`src/rtl/seg7_scan.sv`:
```
// Time-multiplexed seven-segment display driver.
// Scans N_DIGITS digits, one per rising edge of a slow strobe that is sampled
// in the system clock domain. A frame snapshot taken at each scan wrap keeps
// the displayed value from tearing while inputs change mid-frame.
module seg7_scan #(
    parameter int unsigned N_DIGITS      = 8,
    parameter bit          BLANK_LEADING = 1'b0
) (
    input  logic                          CLK100MHZ,
    input  logic                          rst,
    input  logic                          CLK1KHZ,
    input  logic [4*N_DIGITS-1:0]         data,
    input  logic [N_DIGITS-1:0]           dp,
    input  logic [N_DIGITS-1:0]           digit_en,
    output logic [N_DIGITS-1:0]           AN,
    output logic [6:0]                    SEG,
    output logic                          DP,
    output logic [$clog2(N_DIGITS)-1:0]   scan_idx
);

    localparam int unsigned IDX_W  = $clog2(N_DIGITS);
    localparam int unsigned DATA_W = 4 * N_DIGITS;
    localparam logic [IDX_W-1:0] LAST_IDX = IDX_W'(N_DIGITS - 1);
    localparam logic [6:0] SEG_OFF = 7'h7F;

    // Active-low {g,f,e,d,c,b,a} pattern for one hex nibble.
    function automatic logic [6:0] decode(input logic [3:0] nib);
        logic [6:0] s;
        case (nib)
            4'h0:    s = 7'b1000000;
            4'h1:    s = 7'b1111001;
            4'h2:    s = 7'b0100100;
            4'h3:    s = 7'b0110000;
            4'h4:    s = 7'b0011001;
            4'h5:    s = 7'b0010010;
            4'h6:    s = 7'b0000010;
            4'h7:    s = 7'b1111000;
            4'h8:    s = 7'b0000000;
            4'h9:    s = 7'b0010000;
            4'hA:    s = 7'b0001000;
            4'hB:    s = 7'b0000011;
            4'hC:    s = 7'b1000110;
            4'hD:    s = 7'b0100001;
            4'hE:    s = 7'b0000110;
            default: s = 7'b0001110;
        endcase
        return s;
    endfunction

    logic                strb_q;
    logic                tick;
    logic [DATA_W-1:0]   sh_data;
    logic [N_DIGITS-1:0] sh_dp;
    logic [N_DIGITS-1:0] sh_en;

    logic [IDX_W+1:0]    bit_base;
    logic [3:0]          nib_c;
    logic                hi_zero_c;
    logic                blank_c;
    logic [N_DIGITS-1:0] an_c;
    logic [6:0]          seg_c;
    logic                dp_c;

    // Strobe edge detector; reset high so a strobe already high at release is not a tick.
    always_ff @(posedge CLK100MHZ) begin
        if (rst) strb_q <= 1'b1;
        else     strb_q <= CLK1KHZ;
    end

    assign tick = CLK1KHZ & ~strb_q;

    // Digit scan counter, advancing one digit per strobe tick.
    always_ff @(posedge CLK100MHZ) begin
        if (rst) begin
            scan_idx <= '0;
        end else if (tick) begin
            if (scan_idx == LAST_IDX) scan_idx <= '0;
            else                      scan_idx <= scan_idx + IDX_W'(1);
        end
    end

    // Frame snapshot, captured on the tick that wraps the scan back to digit 0.
    always_ff @(posedge CLK100MHZ) begin
        if (rst) begin
            sh_data <= '0;
            sh_dp   <= '0;
            sh_en   <= '0;
        end else if (tick && (scan_idx == LAST_IDX)) begin
            sh_data <= data;
            sh_dp   <= dp;
            sh_en   <= digit_en;
        end
    end

    // Next display drive for the currently selected digit.
    always_comb begin
        bit_base  = {scan_idx, 2'b00};
        nib_c     = sh_data[bit_base +: 4];
        hi_zero_c = ((sh_data >> bit_base) == '0);
        blank_c   = ~sh_en[scan_idx] |
                    (BLANK_LEADING && (scan_idx != '0) && hi_zero_c);
        an_c      = '1;
        seg_c     = SEG_OFF;
        dp_c      = 1'b1;
        if (!blank_c) begin
            an_c  = ~(N_DIGITS'(1) << scan_idx);
            seg_c = decode(nib_c);
            dp_c  = ~sh_dp[scan_idx];
        end
    end

    // Registered display outputs, one clock behind the scan index.
    always_ff @(posedge CLK100MHZ) begin
        if (rst) begin
            AN  <= '1;
            SEG <= SEG_OFF;
            DP  <= 1'b1;
        end else begin
            AN  <= an_c;
            SEG <= seg_c;
            DP  <= dp_c;
        end
    end

endmodule

```
`config.mk`:
```
export PLATFORM = sky130hd
export DESIGN_NAME = seg7_scan
export DESIGN_NICKNAME = d
export VERILOG_FILES = /design/src/rtl/seg7_scan.sv
export SDC_FILE = /design/constraint.sdc
export NUM_CORES = 1
export LEC_CHECK = 0
export ABC_AREA = 1
export BUFFER_PORTS_ARGS = -buffer_cell sky130_fd_sc_hd__buf_2
export CORE_UTILIZATION = 50
export CTS_CLUSTER_DIAMETER = 200
export CTS_CLUSTER_SIZE = 10
export DETAILED_ROUTE_END_ITERATION = 6
export GPL_ROUTABILITY_DRIVEN = 0
export PLACE_DENSITY = 0.83
export REMOVE_ABC_BUFFERS = 1
export SLEW_MARGIN = 20
export SYNTH_ARGS = -nofsm -noshare
export SYNTH_HDL_FRONTEND = slang
export SYNTH_SLANG_ARGS = --single-unit
```
`constraint.sdc`:
```
create_clock -name CLK100MHZ -period 2.3 [get_ports CLK100MHZ]
set_clock_uncertainty 0.2 [all_clocks]
set_input_delay 0.23 -clock CLK100MHZ [delete_from_list [all_inputs] [get_ports CLK100MHZ]]
set_output_delay 0.23 -clock CLK100MHZ [all_outputs]
set_load 0.03 [all_outputs]
```
==> out/metrics.csv, run 1 <==
stage,metric,value,unit
critical_path,reg2reg_to,sh_dp[5]$_SDFFE_PP0P_,
critical_path,rr_startpoint,scan_idx[0]$_SDFFE_PP0N_,
power_and_ir_drop,total_power,2.41,mW
synth,ys_ff_latch,68,
drt,wl,8130,um
synth,ys_types,21,
placement,dp.cells,538,
cells_and_area,diodes,0,
global_route,grt_pass1_vias,2842,
timing,max-slew-margin-rel,0.748,
synth,synth-edff-count,0,
timing,fin_tns_setup,0,ns
outcome,status,"finished, final reports clean",
synth,synth_cells,406,
timing,fmax,458,MHz
critical_path,crit_required,2.40,ns
power_and_ir_drop,power_switching,622,uW
power_and_ir_drop,p_clk_frac,0.355,
power_and_ir_drop,pwr-share-seq,0.497,
global_route,grt_max_degree,53,
timing,period_needed,2.18,ns
cells_and_area,fin_cells,601,
global_route,overflow,0,
clock_tree,cts_sinks,68,
synth,yosys_warnings,0,
synth,syn-cell-area,3080,um^2
critical_path,cp_slowest_cell,dlygate4sd3_1,
min_path,worstHoldPathType,in -> reg,
global_route,antenna_found_initial,0,
timing,final_hold_viol_count,0,
timing,period_share,0.948,
drt,avgViaCountPerCell,5.34,
critical_path,r2r_cells,7,
critical_path,cp_data_arrival_time,2.28,ns
placement,place_area,3480,um^2
clock_tree,cts_buffers,9,
drt,vias,3207,
cells_and_area,nFillCells,452,
synth,synthArstFlopShare,0,
floorplanning,row_count,28,
floorplanning,ios,70,
power_and_ir_drop,powerDensity,578,nW/um^2
timing,finalSetupViolCount,0,
synth,synth_seq_area_share,0.442,
clock_tree,cts_tree,done,
cells_and_area,syn2layout_area_growth,35.4,%
power_and_ir_drop,combPwrFrac,0.148,
clock_tree,clk_latency,0.35,ns
min_path,hold_depth,3,
cells_and_area,drive_above_1_share,0.226,
placement,pre_cts_slack,0.318,ns
placement,place.port_buffers,69,
timing,fin_ws,0.119,ns
floorplanning,dieWidth,80.5,um
power_and_ir_drop,switching_share,0.258,
floorplanning,die_area,6480,um^2
critical_path,cp.depth,7,
critical_path,cp-end-kind,register,
global_route,grt_pass1_wl,12500,um
global_route,track_usage,0.255,
synth,ys_top_cells_by_area,"dfxtp_1 (44%), a21oi_1 (9.3%), nand2_1 (8.3%), nand3_1 (8.0%), o21ai_0 (8.0%)",
clock_tree,htree_levels,3,
power_and_ir_drop,internal-power,1.79,mW
critical_path,startpoint_type,register,
clock_tree,root_buffer,clkbuf_8,
synth,syn-mean-instance-area,7.59,um^2
drt,post_drt_wl_per_cell,13.5,um
critical_path,criticalPathCategory,reg -> reg,
placement,hpwl,4700,um
critical_path,crit_chain,"buf_6, ha_1, ha_1, buf_6, nand3_1, a21oi_1, dlygate4sd3_1",
critical_path,cpPeakStageDelay,0.57,ns
drt,drc,0,
power_and_ir_drop,p_leak,1.82,nW
timing,finalHoldWorstSlack,0.00279,ns
critical_path,r2r_slack,0.12,ns
cells_and_area,design_area,4170,um^2
critical_path,path_delay_family,buffers and inverters,
cells_and_area,post-route-util,0.705,
drt,first_iter_violations,252,
floorplanning,coreArea,5920,um^2
min_path,min_to,sh_data[10]$_SDFFE_PP0P_,
clock_tree,clk_pin_slew,0.07,ns
min_path,holdCritStartpoint,data[10],
job,drv_cap,0,
synth,synthFlopType,dfxtp_1,
synth,synth_common_cells,"dfxtp_1 (68), nand2_1 (68), a21oi_1 (57)",
synth,synth_top_cell_by_area,dfxtp_1,
floorplanning,die_y,80.5,um
timing,slew_viol_final,0,
floorplanning,start_util,0.521,
clock_tree,clockBufferDepth,2,
cells_and_area,finalNetCount,585,
drt,dr.pass1.iters,5,
timing,tightestPinTransition,0.378,ns
timing,rsz0062_at_grt,no,
power_and_ir_drop,ir_drop,0.000321,V
drt,drtAntennaViolNets,0,
critical_path,path_buf_inv,3,
critical_path,cp_max_fo,14,
synth,yosysTopAreaCellShare,0.442,
[final cells by class]
type                    count  area (um^2)  share of cell area
clock inverters             2         10.0             0.00240
clock buffers              13          159              0.0381
multi-input cells         260         1380               0.330
flip-flops and latches     68         1360               0.327
repair buffers            130          971               0.233
inverters                  53          199              0.0477
well taps                  75         93.8              0.0225
[power by group through the flow]
stage	Sequential (mW)	Combinational [mW]	Clock, mW
finish	1.20	0.357	0.856
global route	1.20	0.394	0.919
CTS	1.20	0.346	0.861
detailed placement	1.23	0.287	0
global placement	1.22	0.282	0
floorplan	1.26	0.148	0
[worst max-delay path by stage]
stage	startpoint	to	slack, ns
after floorplan	scan_idx[0]$_SDFFE_PP0N_	sh_data[0]$_SDFFE_PP0P_	-1.16
after global placement	scan_idx[0]$_SDFFE_PP0N_	SEG[3]$_SDFF_PP1_	0.36
after detailed placement	scan_idx[0]$_SDFFE_PP0N_	SEG[3]$_SDFF_PP1_	0.32
after CTS	scan_idx[0]$_SDFFE_PP0N_	sh_dp[5]$_SDFFE_PP0P_	0.02
after global routing	scan_idx[0]$_SDFFE_PP0N_	sh_dp[5]$_SDFFE_PP0P_	0.007
final	scan_idx[0]$_SDFFE_PP0N_	sh_dp[5]$_SDFFE_PP0P_	0.12
[per-layer routing]
metal  share of wire  vias to the layer above  track usage  wire (um)
met5               0                        -            0          0
met4           0.031                        0        0.132        255
met3           0.066                       31       0.0602        533
met2            0.49                      167        0.446       4020
met1            0.41                     1452        0.285       3330
li1                -                     1557            -          -
[layout by cell type (no fill, tap or decap), types with 3 or more instances in the layout]
cell type | Yosys | layout
inv_2 | 6 | 6
a21oi_1 | 57 | 57
inv_1 | 47 | 47
o21ai_0 | 49 | 49
nand3_2 | 6 | 6
ha_1 | 12 | 12
buf_4 | 1 | 11
nand3_1 | 49 | 49
dfxtp_1 | 68 | 66
nand2_4 | 2 | 3
clkbuf_8 | 0 | 11
nand2_1 | 68 | 67
nor2_1 | 11 | 11
dlygate4sd3_1 | 0 | 45
buf_2 | 5 | 69
[registers in the layout (all words and copies together) (netlist names)]
register  cells
scan_idx      3
strb_q        1
sh_data      32
sh_dp         8
sh_en         8
DP            1
AN            8
SEG           7
[logic make-up (layout without fill, tap and decap cells)]
logic type,after synthesis,after routing,synth area share
flip-flops,68,68,0.442
buffers and inverters,78,198,0.114
AO/OA/AOI/OAI,109,109,0.180
adder cells (fa/ha/maj),12,12,0.0487
AND/OR/NAND/NOR,139,139,0.216
[worst min-delay path: stages]
cell,delay [ns]
buf_2,0.08
o21ai_0,0.09
a21oi_1,0.12
[repair_timing]
action | CTS | global route
gates resized for setup | 0 | 5
endpoints found under the hold margin | 43 | 0
endpoints found under the setup margin | 0 | 1
hold buffers | 45 | 0
buffers inserted | 0 | 1
Power figures use the tool's default switching activity.
==> run 2, diff against run 1 <==
--- a/config.mk
+++ b/config.mk
@@ -8,6 +8,7 @@
 export ABC_AREA = 1
 export BUFFER_PORTS_ARGS = -buffer_cell sky130_fd_sc_hd__buf_2
 export CORE_UTILIZATION = 50
+export CTS_BUF_LIST = sky130_fd_sc_hd__clkbuf_8
 export CTS_CLUSTER_DIAMETER = 200
 export CTS_CLUSTER_SIZE = 10
 export DETAILED_ROUTE_END_ITERATION = 6
==> out/metrics.csv, run 2 (synthesized netlist as in run 1, its figures left out) <==
stage,metric,value,unit,change
outcome,status,"complete, but fails checks",,"was finished, final reports clean"
outcome,violations,hold timing,,
cells_and_area,final_common_cell,buf_2,,unchanged
clock_tree,cts_sinks,68,,unchanged
cells_and_area,nFillCells,452,,unchanged
critical_path,r2r_slack,0.11,ns,was 0.12 ns
cells_and_area,largest_reg_flops,32,,unchanged
drt,drc,0,,unchanged
timing,finalHoldWorstSlack,-0.00342,ns,was 0.00279 ns
drt,avgViaCountPerCell,5.27,,was 5.34
floorplanning,die_area,6480,um^2,unchanged
cells_and_area,design_area,4170,um^2,unchanged
power_and_ir_drop,p_leak,1.83,nW,was 1.82 nW
global_route,grt_pass1_wl,12500,um,about the same
cells_and_area,drive_above_1_share,0.226,,unchanged
cells_and_area,syn2layout_area_growth,35.4,%,unchanged
placement,place_area,3480,um^2,unchanged
power_and_ir_drop,powerDensity,575,nW/um^2,was 578 nW/um^2
min_path,holdCritStartpoint,dp[6],,was data[10]
timing,period_needed,2.19,ns,was 2.18 ns
critical_path,criticalPathCategory,reg -> reg,,unchanged
floorplanning,ios,70,,unchanged
critical_path,cp_data_arrival_time,2.28,ns,about the same
clock_tree,htree_levels,3,,unchanged
cells_and_area,diodes,0,,unchanged
global_route,track_usage,0.255,,about the same
floorplanning,start_util,0.521,,unchanged
global_route,grt_pass1_vias,2842,,unchanged
clock_tree,clk_latency,0.35,ns,about the same
timing,final_hold_viol_count,2,,was 0
timing,slew_viol_final,0,,unchanged
power_and_ir_drop,pwr-share-seq,0.499,,was 0.497
drt,post_drt_wl_per_cell,13.4,um,was 13.5 um
global_route,antenna_found_initial,0,,unchanged
power_and_ir_drop,power_switching,620,uW,was 622 uW
cells_and_area,finalNetCount,585,,unchanged
critical_path,cp_max_fo,14,,unchanged
power_and_ir_drop,p_clk_frac,0.352,,was 0.355
drt,wl_met2,4030,um,was 4020 um
critical_path,rr_startpoint,scan_idx[0]$_SDFFE_PP0N_,,unchanged
timing,period_share,0.951,,was 0.948
cells_and_area,regMostFlops,sh_data,,unchanged
cells_and_area,layout_common_cells,"buf_2 (69), nand2_1 (67), dfxtp_1 (66)",,unchanged
critical_path,r2r_cells,7,,unchanged
timing,max-slew-margin-rel,0.753,,was 0.748
critical_path,crit_required,2.40,ns,about the same
clock_tree,root_buffer,clkbuf_8,,unchanged
floorplanning,coreArea,5920,um^2,unchanged
placement,hpwl,4700,um,unchanged
global_route,overflow,0,,unchanged
drt,drtAntennaViolNets,0,,unchanged
drt,dr_wl_met3,524,um,was 533 um
placement,place.port_buffers,69,,unchanged
timing,rsz0062_at_grt,no,,unchanged
global_route,grt_max_degree,53,,unchanged
clock_tree,cts_buffers,9,,unchanged
drt,first_iter_violations,291,,was 252
floorplanning,dieWidth,80.5,um,unchanged
floorplanning,die_y,80.5,um,unchanged
timing,finalSetupViolCount,0,,unchanged
power_and_ir_drop,internal-power,1.78,mW,was 1.79 mW
power_and_ir_drop,combPwrFrac,0.148,,about the same
power_and_ir_drop,total_power,2.40,mW,was 2.41 mW
critical_path,reg2reg_to,sh_dp[5]$_SDFFE_PP0P_,,unchanged
drt,top_layer_used,met4,,unchanged
timing,fin_tns_setup,0,ns,unchanged
drt,wl,8080,um,was 8130 um
critical_path,cp-end-kind,register,,unchanged
drt,drt-met1-wl,3250,um,was 3330 um
timing,tightestPinTransition,0.370,ns,was 0.378 ns
drt,dr.pass1.iters,5,,unchanged
clock_tree,clockBufferDepth,2,,unchanged
clock_tree,cts_tree,done,,unchanged
power_and_ir_drop,switching_share,0.258,,about the same
floorplanning,row_count,28,,unchanged
drt,vias,3170,,was 3207
clock_tree,clk_pin_slew,0.07,ns,about the same
min_path,hold_depth,3,,unchanged
timing,fmax,457,MHz,was 458 MHz
critical_path,startpoint_type,register,,unchanged
job,drv_cap,0,,unchanged
power_and_ir_drop,ir_drop,0.000321,V,about the same
min_path,worstHoldPathType,in -> reg,,unchanged
min_path,min_to,sh_dp[6]$_SDFFE_PP0P_,,was sh_data[10]$_SDFFE_PP0P_
-- run 2: cell count changes in the layout (fill, tap and decap cells not counted), sizes merged --
cell,delta
clkbuf,-2
inv,+2
-- run 2: worst max path at each step --
stage | startpoint | end | slack [ns]
2_1_floorplan | scan_idx[0]$_SDFFE_PP0N_ | sh_data[0]$_SDFFE_PP0P_ | -1.16
3_3_place_gp | scan_idx[0]$_SDFFE_PP0N_ | SEG[3]$_SDFF_PP1_ | 0.36
3_5_place_dp | scan_idx[0]$_SDFFE_PP0N_ | SEG[3]$_SDFF_PP1_ | 0.32
4_1_cts | scan_idx[0]$_SDFFE_PP0N_ | sh_dp[5]$_SDFFE_PP0P_ | 0.02
5_1_grt | scan_idx[0]$_SDFFE_PP0N_ | sh_dp[5]$_SDFFE_PP0P_ | 0.007
6_report | scan_idx[0]$_SDFFE_PP0N_ | sh_dp[5]$_SDFFE_PP0P_ | 0.11
-- run 2: metrics by stage --
| stage | worst slack, ns | util | cells |
|---|---|---|---|
| 2_1_floorplan | -1.16 | - | 381 |
| 3_3_place_gp | 0.355 | 0.588 | 538 |
| 3_5_place_dp | 0.318 | 0.588 | 538 |
| 5_1_grt | 0.00723 | 0.705 | 601 |
| 6_report | 0.113 | 0.705 | 601 |
| 4_1_cts | 0.0218 | 0.693 | 598 |
-- run 2: final cells by class --
class / count / area (um^2) / share of cell area
multi-input combinational: 260 / 1380 / 0.330
sequential: 68 / 1360 / 0.327
timing repair buffer: 130 / 971 / 0.233
inverter: 53 / 199 / 0.0477
clock buffer: 11 / 151 / 0.0363
tap: 75 / 93.8 / 0.0225
clock inverter: 4 / 17.5 / 0.00420
-- run 2: what timing repair did --
item	CTS	global route
hold buffers	45	0
buffers inserted	0	1
endpoints found under the setup margin	0	1
gates resized for setup	0	5
endpoints found under the hold margin	43	0
-- run 2: power groups by stage --
stage               sequential (mW)  clock [mW]  combinational [mW]
global route                   1.20       0.912               0.394
detailed placement             1.23           0               0.287
CTS                            1.20       0.852               0.346
global placement               1.22           0               0.282
finish                         1.20       0.847               0.356
floorplan                      1.26           0               0.148
-- run 2: layer usage --
metal	up-vias	GRT usage
li1	1554	-
met1	1439	0.287
met2	148	0.445
met3	29	0.0602
met4	0	0.132
met5	-	0
-- run 2: worst max-delay path, cell delays in order (launching register included) --
cell,delay (ns)
dfxtp_2,0.37
buf_6,0.16
ha_1,0.18
ha_1,0.24
buf_6,0.17
nand3_1,0.09
a21oi_1,0.16
dlygate4sd3_1,0.56
